### src/rtl/keyproc_gen.sv
// Key-to-instruction translator: sync, debounce, press edge, auto-repeat, 1-entry output register.
// write rises DEBOUNCE_CYCLES+3 edges after a key change; events arriving while a stalled word is held are dropped and flagged.
module keyproc_gen #(
  parameter int NUM_KEYS        = 4,
  parameter int INSTR_W         = 3,
  parameter int DEBOUNCE_CYCLES = 16,
  parameter int REPEAT_DELAY    = 0,
  parameter int REPEAT_PERIOD   = 1
) (
  input  logic                sysclk,
  input  logic                reset,
  input  logic [NUM_KEYS-1:0] keys,
  input  logic                ready,
  output logic                write,
  output logic [INSTR_W-1:0]  instruction,
  output logic                overflow
);

  localparam int DB_W  = $clog2(DEBOUNCE_CYCLES + 1);
  localparam int RMAX  = (REPEAT_DELAY > REPEAT_PERIOD) ? REPEAT_DELAY : REPEAT_PERIOD;
  localparam int CNT_W = $clog2(RMAX + 1);
  localparam int KW    = (NUM_KEYS > 1) ? $clog2(NUM_KEYS) : 1;

  localparam logic [DB_W-1:0]  DB_LAST  = DB_W'(DEBOUNCE_CYCLES - 1);
  localparam logic [CNT_W-1:0] DLY_LAST = CNT_W'(REPEAT_DELAY - 1);
  localparam logic [CNT_W-1:0] PER_LAST = CNT_W'(REPEAT_PERIOD - 1);

  typedef enum logic [1:0] {IDLE, DELAY, REPEAT} state_t;

  logic [NUM_KEYS-1:0] sync1, sync2, deb, deb_d, press;
  logic [DB_W-1:0]     db_cnt [NUM_KEYS];

  state_t              state, state_nx;
  logic [CNT_W-1:0]    cnt, cnt_nx;
  logic [KW-1:0]       act, act_nx, win;
  logic                any_press;
  logic                ev_nx, evt_vld;
  logic [INSTR_W-1:0]  ev_code_nx, evt_code;

  function automatic logic [INSTR_W-1:0] code_of(input logic [KW-1:0] idx);
    return INSTR_W'(NUM_KEYS - int'(idx));
  endfunction

  always_ff @(posedge sysclk) begin
    if (reset) begin
      sync1 <= '0;
      sync2 <= '0;
      deb   <= '0;
      deb_d <= '0;
      for (int i = 0; i < NUM_KEYS; i++) db_cnt[i] <= '0;
    end else begin
      sync1 <= keys;
      sync2 <= sync1;
      deb_d <= deb;
      for (int i = 0; i < NUM_KEYS; i++) begin
        if (sync2[i] == deb[i]) begin
          db_cnt[i] <= '0;
        end else if (db_cnt[i] == DB_LAST) begin
          deb[i]    <= ~deb[i];
          db_cnt[i] <= '0;
        end else begin
          db_cnt[i] <= db_cnt[i] + DB_W'(1);
        end
      end
    end
  end

  assign press = deb & ~deb_d;

  // Later indices overwrite earlier ones, so the highest pressed index wins.
  always_comb begin
    any_press = 1'b0;
    win       = '0;
    for (int i = 0; i < NUM_KEYS; i++) begin
      if (press[i]) begin
        any_press = 1'b1;
        win       = KW'(i);
      end
    end
  end

  always_ff @(posedge sysclk) begin
    if (reset) begin
      state <= IDLE;
      cnt   <= '0;
      act   <= '0;
    end else begin
      state <= state_nx;
      cnt   <= cnt_nx;
      act   <= act_nx;
    end
  end

  always_comb begin
    state_nx   = state;
    cnt_nx     = cnt;
    act_nx     = act;
    ev_nx      = 1'b0;
    ev_code_nx = '0;
    if (any_press) begin
      act_nx     = win;
      ev_nx      = 1'b1;
      ev_code_nx = code_of(win);
      cnt_nx     = '0;
      state_nx   = (REPEAT_DELAY == 0) ? IDLE : DELAY;
    end else if (state != IDLE) begin
      if (!deb[act]) begin
        state_nx = IDLE;
        cnt_nx   = '0;
      end else if (cnt == ((state == DELAY) ? DLY_LAST : PER_LAST)) begin
        ev_nx      = 1'b1;
        ev_code_nx = code_of(act);
        cnt_nx     = '0;
        state_nx   = REPEAT;
      end else begin
        cnt_nx = cnt + CNT_W'(1);
      end
    end
  end

  // Event stage is registered, then offered to the one-entry output holding register.
  always_ff @(posedge sysclk) begin
    if (reset) begin
      evt_vld     <= 1'b0;
      evt_code    <= '0;
      write       <= 1'b0;
      instruction <= '0;
      overflow    <= 1'b0;
    end else begin
      evt_vld  <= ev_nx;
      evt_code <= ev_code_nx;
      overflow <= 1'b0;
      if (evt_vld) begin
        if (!write || ready) begin
          write       <= 1'b1;
          instruction <= evt_code;
        end else begin
          overflow <= 1'b1;
        end
      end else if (write && ready) begin
        write       <= 1'b0;
        instruction <= '0;
      end
    end
  end

endmodule
### config.mk
export PLATFORM = sky130hd
export DESIGN_NAME = keyproc_gen
export DESIGN_NICKNAME = d
export VERILOG_FILES = /design/src/rtl/keyproc_gen.sv
export SDC_FILE = /design/constraint.sdc
export NUM_CORES = 1
export LEC_CHECK = 0
export ABC_AREA = 1
export CAP_MARGIN = 0
export CORE_ASPECT_RATIO = 1.2
export CORE_MARGIN = 5
export CORE_UTILIZATION = 30
export DETAILED_ROUTE_END_ITERATION = 16
export GPL_TIMING_DRIVEN = 0
export HOLD_SLACK_MARGIN = 0.1
export PLACE_DENSITY = 0.54
export SETUP_SLACK_MARGIN = 0.3
export SLEW_MARGIN = 20
export SYNTH_ARGS = -nofsm -noshare
export SYNTH_HDL_FRONTEND = slang
export SYNTH_SLANG_ARGS = --single-unit
### constraint.sdc
create_clock -name sysclk -period 1.45 [get_ports sysclk]
set_clock_uncertainty 0.05 [all_clocks]
set_input_delay 0.2175 -clock sysclk [delete_from_list [all_inputs] [get_ports sysclk]]
set_output_delay 0.2175 -clock sysclk [all_outputs]
set_load 0.05 [all_outputs]
==> Word-level counts from Yosys, hierarchy flattened <==
Memory sizes are Yosys's and may differ from the RTL's.
Cells that the tools add are included.
W data, S select, Z words.
{ "classes": {"n_addsub": 7, "eq_ne": 12, "n_reduce_logical": 13, "bitwise_logic": 23, "muxes": 87, "magnitude_cmp": 1} }
{ "ops": {"columns": ["op", "n"], "rows": [
  ["$mux W1", 63],
  ["$mux W5", 12],
  ["$mux W3", 7],
  ["$add A5 B1 Y5 const B", 4],
  ["$eq A5 B4 Y1 const B", 4],
  ["$or A1 B1 Y1", 12],
  ["$reduce_and A2 Y1", 6],
  ["$not A1 Y1", 9],
  ["$mux W2", 4],
  ["$sub A3 B2 Y3 const A", 2],
  ["$eq A1 B1 Y1", 5],
  ["$and A4 B4 Y4", 1],
  ["$ne A2 B1 Y1 const B", 2],
  ["$not A4 Y4", 1],
  ["$reduce_bool A2 Y1", 2],
  ["$reduce_or A2 Y1", 2],
  ["$lt A2 B3 Y1 const B", 1],
  ["$bmux W1 S2", 1],
  ["$eq A2 B1 Y1 const B", 1],
  ["$add A1 B1 Y1 const B", 1],
  ["$logic_and A1 B1 Y1", 1],
  ["$logic_not A1 Y1", 1],
  ["$logic_or A1 B1 Y1", 1]
]} }
{ "totals": {"output_inout_bits": 5, "regBits": 30, "mem_count": 1, "wordCells": 159, "ram_bits": 20, "inputBits": 7} }
{ "memory_table": {"columns": ["memory", "words", "word_bits", "read_ports", "rd_ports_with_merged_regs", "write_ports", "line", "rtl"], "rows": [
  ["db_cnt", 4, 5, 4, 0, 4, "31", "logic [DB_W-1:0] db_cnt [NUM_KEYS];"]
]} }

==> Logic depth before layout (Yosys ltp) <==
Gate-level depths: netlist (run 1).
An unclocked memory read counts as a cell.
{ "logic_depth": {"ltp_word": 8, "ltp_mapped": 9} }

==> Worst setup path after synthesis (run 1) <==
Ideal clock, no wire load.
{ "synth_timing": {"path_kind": "register to register", "from": "mem db_cnt[0][0] in the netlist's numbering", "to": "mem db_cnt[0][2] in the netlist's numbering (data pin)", "synth_period_minus_slack_ps": 1501, "n_path_buf": 0, "arrival_ps": 1290, "slack_ps": -51, "setup_time_ps": 160, "t_required_ps": 1240, "path_stages_with_launch": 8, "cell_sequence": "edfxtp_1 ha_1 nand2_1 nor2_1 ha_1 inv_1 o211ai_1 nor3b_1"} }
{ "synth_lines": {"columns": ["element", "line"], "rows": [
  ["start, declared", "31"]
]} }

==> results of run 1 <==
## routing by layer
layer	routed length [um]	global-route usage [%]	vias to the layer above
met5	0	0	-
met4	59	3.78	0
met3	167	3.04	6
met2	1690	14.0	18
met1	1470	8.91	699
li1	-	-	816
## metrics by stage
| step | hold slack [ps] | cells | power [mW] | cell area (um^2) |
|---|---|---|---|---|
| floorplan | 274 | 241 | 1.58 | 2120 |
| global placement | 342 | 337 | 1.61 | 2340 |
| detailed placement | 346 | 337 | 1.62 | 2340 |
| CTS | 353 | 360 | 2.52 | 2560 |
| global route | 369 | 370 | 2.63 | 2760 |
| finish | 347 | 370 | 2.50 | 2760 |
## report_power, final
part | switching, mW | internal (mW)
clock network | 0.431 | 0.443
logic | 0.0877 | 0.0758
registers | 0.0230 | 1.44
## cell usage in the layout, fill, tap and decap left out, drive strengths merged, types with 4 or more instances in the layout
cell,instances
clkdlybuf4s50,5
nand3,9
a21oi,18
ha,10
inv,43
edfxtp,20
nor2,37
o211ai,4
buf,31
nand4,4
o21ai,8
nor3b,4
nand2,33
dfxtp,28
clkbuf,8
conb,20
## worst max-delay path: stages, from the launching register on
cell      delay, ps
edfxtp_1        420
ha_2            200
nand2_2          70
nor2_2           40
ha_2            170
inv_2            60
o211ai_1        200
nor3b_1         240
## kinds of logic (layout without fill, tap and decap cells)
kind of cell	count (synthesis)	after routing	share of synthesized area (%)
other	1	20	0.185
AND/OR/NAND/NOR	88	88	19.6
flip-flops	48	48	57.2
adder cells (fa/ha/maj)	10	10	6.17
buffers and inverters	45	89	8.57
AO/OA/AOI/OAI	30	30	8.26
## registers in the layout, indices dropped and copies added, names as in the netlist
signal / cells
deb: 4
evt_code: 3
sync1: 4
evt_vld: 1
act: 2
overflow: 1
db_cnt: 20
instruction: 3
state: 1
deb_d: 4
sync2: 4
write: 1
## final cells by class
type                       instances  area share, %
timing repair buffer              36           11.1
multi-input combinational        148           32.6
buffer                             2          0.544
tap                               85           3.85
clock inverter                     1          0.181
inverter                          43           5.85
sequential                        48           42.3
clock buffer                       7           3.54
## repair_timing
action,4_1_cts,5_1_grt
pin swaps,14,26
setup endpoints to repair,42,34
resized for setup,39,42
setup buffers,15,10
## worst max path at each step
stage	startpoint	end	slack, ps	depth (start not counted)
after detailed placement	db_cnt[2][0]	db_cnt[2][2]	-200	7
final	db_cnt[2][0]	db_cnt[2][2]	-150	7
after global placement	db_cnt[1][0]	db_cnt[1][2]	-180	7
after CTS	db_cnt[0][0]	db_cnt[0][2]	-130	7
after global routing	db_cnt[0][1]	db_cnt[0][2]	-270	7
after floorplan	db_cnt[0][0]	db_cnt[0][2]	-20	7
==> results.md, run 1 <==
* Outcome: finished, violations left
* Failing checks: negative setup slack
* Setup WS pre-CTS at -200 ps
* Largest net degree at the start of global routing at 15
* EDFF count, synth at 20
* CP Max Fanout at 5
* Die width at 85.1 um
* CTS root buf: clkbuf_8
* Top-area cell type share of the netlist area at 29.6%
* Drt wl/cell at 9.16 um
* CTS tree: yes
* Leak pwr at 1.16 nW
* H-tree depth at 2
* Syn. warnings at 0
* RSZ-0062 raised after global routing: yes
* Min Tclk post-route at 1600 ps
* Die ar. at 0.00852 mm^2
* Core area at 0.00653 mm^2
* Final wirelength at 3390 um
* Crit path capture type: flip-flop
* Crit path arrival time at 1700 ps
* Share of layout cells above drive strength 1 at 35.4%
* Fin crit share at 110%
* Hold depth at 2
* Worst skew pair latency at 300 ps
* Clock sinks at 48
* Rows at 32
* Worst Path Required at 1540 ps
* Count leader, synth: inv_1
* Max-slew violations at 0
* Final hold vios at 0
* Setup WS post-layout at -150 ps
* Initial antenna violation count at 0
* Fmax at 625 MHz
* N_diodes at 0
* Port buffer count at 11
* Setup violators final at 22
* Post-synth cell types at 22
* Avg Cell Area, Syn at 9.14 um^2
* R2r setup slk at -150 ps
* DR vias/cell at 4.16
* Hold endpoint: sync2[2]
* GR Util All Layers at 8.17%
* Post-synthesis cell area at 0.00203 mm^2
* Post-synthesis sequential area ratio at 57.2%
* Layout Area Growth over Synthesis at 36.0%
* Post-DP HPWL at 2180 um
* Filler instances at 646
* Overflow left after global routing at 0
* Predominant post-synthesis flop cell: dfxtp_1
* Max-capacitance violation count at 0
* Top-Level Pins at 12
* Via count at 1539
* 1st-pass router iterations at 4
* Area used by multi-input combinational logic at 900 um^2
* Worst reg2reg startpoint: db_cnt[2][0]
* Final core utilization at 42.3%
* Maximum clock path buffer count at 2
* Synth top area cells: edfxtp_1 30%, dfxtp_1 28%, inv_1 7.8%
* Initial Util at 31.1%
* FF-to-FF End: db_cnt[2][2]
* Hold Crit Class: reg -> reg
* Vias in the first global route at 1437
* Drt drc at 0
* RD Place Congestion at 0.713
* Synth cell count leaders: 42 x inv_1, 35 x nor2_1, 29 x nand2_1
* Worst reg-to-reg path cell count at 7
* Final nets at 301
* Flop and latch count out of synthesis at 48
* Critical Setup Path Class: reg -> reg
* Remaining antenna violation count after routing at 0
* Initial DRC Count at 45
* Setup TNS at -1480 ps
* Synthesized instance count at 222
* Post-synth ARST share at 0%
* Worst setup SP type: flip-flop
* First-pass GRT wire length at 5640 um
* Number of CTS-inserted buffers at 5
* Hold Crit Start: sync1[2]
* Clock-pin slew on the worst setup and hold paths at 90 ps
* PD cells at 907 mW/mm^2
* Hold_buf cts at 0
* Die Height at 100 um
* Max rail drop VDD at 0.491 mV
* Synth area leader: edfxtp_1
* Reg area at 0.00117 mm^2
Power figures use the tool's default switching activity.
==> inputs of run 2 (changes only) <==
- CORE_ASPECT_RATIO: 1.2 -> 0.6
==> results.md, run 2 (synthesis gave the netlist of run 1 again) <==
* Clock-pin slew on the worst setup and hold paths at 60 ps (-30 ps)
* Hold_buf cts at 0 (unchanged)
* Number of CTS-inserted buffers at 5 (unchanged)
* Overflow left after global routing at 0 (unchanged)
* CP cell instances: ha_2, nand2_2, nor2_2, ha_2, inv_2, o211ai_1, nor3b_2
* Layout Area Growth over Synthesis at 36.6%
* Crit path arrival time at 1540 ps (-160 ps)
* First-pass GRT wire length at 6380 um (+13%)
* Fin crit share at 108% (-2.3 points)
* Buf+Inv Stages, Crit Path at 1 (unchanged)
* H-tree depth at 2 (unchanged)
* RSZ-0062 raised after global routing: yes
* Share of layout cells above drive strength 1 at 34.5% (-0.93 points)
* Setup violators final at 22 (unchanged)
* Fmax at 638 MHz (+2.1%)
* Commonest non-fill, non-tap cells in the layout: 33 x inv_1, 32 x nor2_1, 21 x buf_4, 21 x dfxtp_1
* DR vias/cell at 4.11 (-1.2%)
* Maximum clock path buffer count at 2 (unchanged)
* Outcome: finished, violations left
* Clock sinks at 48 (unchanged)
* Most common cell on crit path: ha_2
* Finished Layout Cells at 371 (+0.27%)
* Die width at 116 um (+37%)
* Final hold vios at 0 (unchanged)
* Hold Crit Class: reg -> reg
* Crit path capture type: flip-flop
* Top delay family on crit path: adder cells
* Worst skew pair latency at 290 ps (about the same)
* FF-to-FF End: db_cnt[0][2]
* Placed Instances at 339 (+0.59%)
* Max rail drop VDD at 0.486 mV (-0.93%)
* Hold Crit Start: sync1[3]
* Final wirelength at 3610 um (+6.5%)
* PD cells at 1010 mW/mm^2 (+11%)
* Setup WS post-layout at -117 ps (+33.4 ps)
* Final nets at 300 (-0.33%)
* Initial DRC Count at 65 (+44%)
* CP Max Fanout at 5 (unchanged)
* Most common cell after layout, fill and taps aside: inv_1
* Worst reg-to-reg path cell count at 7 (unchanged)
* CTS root buf: clkbuf_16
* Hold depth at 2 (unchanged)
* Die Height at 73.7 um (-26%)
* Worst setup SP type: flip-flop
* Largest Register: db_cnt
* N_diodes at 0 (unchanged)
* Initial antenna violation count at 0 (unchanged)
* Critical Setup Path Class: reg -> reg
* Port buffer count at 11 (unchanged)
* Drt wl/cell at 9.73 um (+6.2%)
* Drt drc at 0 (unchanged)
* Hold Slack at 354 ps (+7.71 ps)
* Critical Path Max Stage Delay at 360 ps (-60 ps)
* GR Util All Layers at 9.54% (+1.4 points)
* 1st-pass router iterations at 4 (unchanged)
* Core area at 0.00662 mm^2 (+1.4%)
* Max-slew violations at 0 (unchanged)
* Worst Path Required at 1420 ps (-120 ps)
* Initial Util at 30.7% (-0.44 points)
* Vias in the first global route at 1428 (-0.63%)
* Leak pwr at 1.17 nW (+1.1%)
* Rows at 23 (-28%)
* Worst reg2reg startpoint: db_cnt[0][0]
* RD Place Congestion at 0.775 (+8.7%)
* Via count at 1524 (-0.97%)
* Top-Level Pins at 12 (unchanged)
* Min Tclk post-route at 1570 ps (-33.4 ps)
* CTS tree: yes
* Remaining antenna violation count after routing at 0 (unchanged)
* Largest net degree at the start of global routing at 15 (unchanged)
* Max-capacitance violation count at 0 (unchanged)
* Die ar. at 0.00856 mm^2 (+0.55%)
* Hold endpoint: sync2[3]
* Slowest-stage cell, CP: edfxtp_1
* Failing checks: negative setup slack
* Filler instances at 672 (+4.0%)
* R2r setup slk at -120 ps (+30 ps)
* Number of flip-flops in the largest register at 20 (unchanged)
* Post-DP HPWL at 2430 um (+11%)
[run 2: what timing repair did]
action                                  4_1_cts  5_1_grt
endpoints found under the setup margin       45       35
pin swaps                                    15       13
setup buffers                                17        7
gates cloned                                  0        0
resized for setup                            45       28
[run 2: worst min-delay path: cells and delay by family, from the launching register on]
kind	cells	cell delay, ps
buffers and inverters	1	40
AND/OR/NAND/NOR	1	30
flip-flops	1	300
[run 2: worst max path at each step]
stage	start	endpoint	slack [ps]	cells after the start
after global routing	db_cnt[0][0]	db_cnt[0][2]	-240	7
after floorplan	db_cnt[0][0]	db_cnt[0][2]	-20	7
after global placement	db_cnt[0][0]	db_cnt[0][2]	-240	7
after CTS	db_cnt[0][0]	db_cnt[0][2]	-150	7
final	db_cnt[0][0]	db_cnt[0][2]	-120	7
after detailed placement	db_cnt[0][0]	db_cnt[0][0]	-220	7
[run 2: final cells by class]
type                            instances  area (um^2)  area share (%)
Buffer                                  2         12.5           0.451
Inverter                               43          161            5.82
Sequential cell                        48         1170            42.3
Clock inverter                          2         10.0           0.361
Tap cell                               87          109            3.93
Clock buffer                            6          139            5.01
Timing Repair Buffer                   35          293            10.6
Multi-Input combinational cell        148          876            31.6
[run 2: metal layers]
layer | share of wire [%] | GRT usage [%] | vias to the layer above | routed length [um]
met5 | 0 | 0 | - | 0
met4 | 1.3 | 3.09 | 0 | 48
met3 | 3.4 | 3.21 | 7 | 124
met2 | 40 | 13.4 | 12 | 1450
met1 | 55 | 13.7 | 694 | 1980
li1 | - | - | 811 | -
[run 2: power by group]
part,internal [mW],switching [mW]
registers,1.44,0.0241
logic,0.0741,0.0862
clock network,0.680,0.483
[run 2: stage by stage]
stage                     utilization, %  instance area [um^2]  setup TNS, ps  setup WS [ps]  power (mW)
final                               41.9                  2770          -1700           -117        2.79
after global routing                41.9                  2770          -4070           -238        2.92
after CTS                           40.1                  2650          -1840           -145        2.81
after detailed placement            35.4                  2340          -5100           -220        1.62
after global placement              35.4                  2340          -5570           -237        1.62
after floorplan                        -                  2120          -62.1          -16.3        1.58
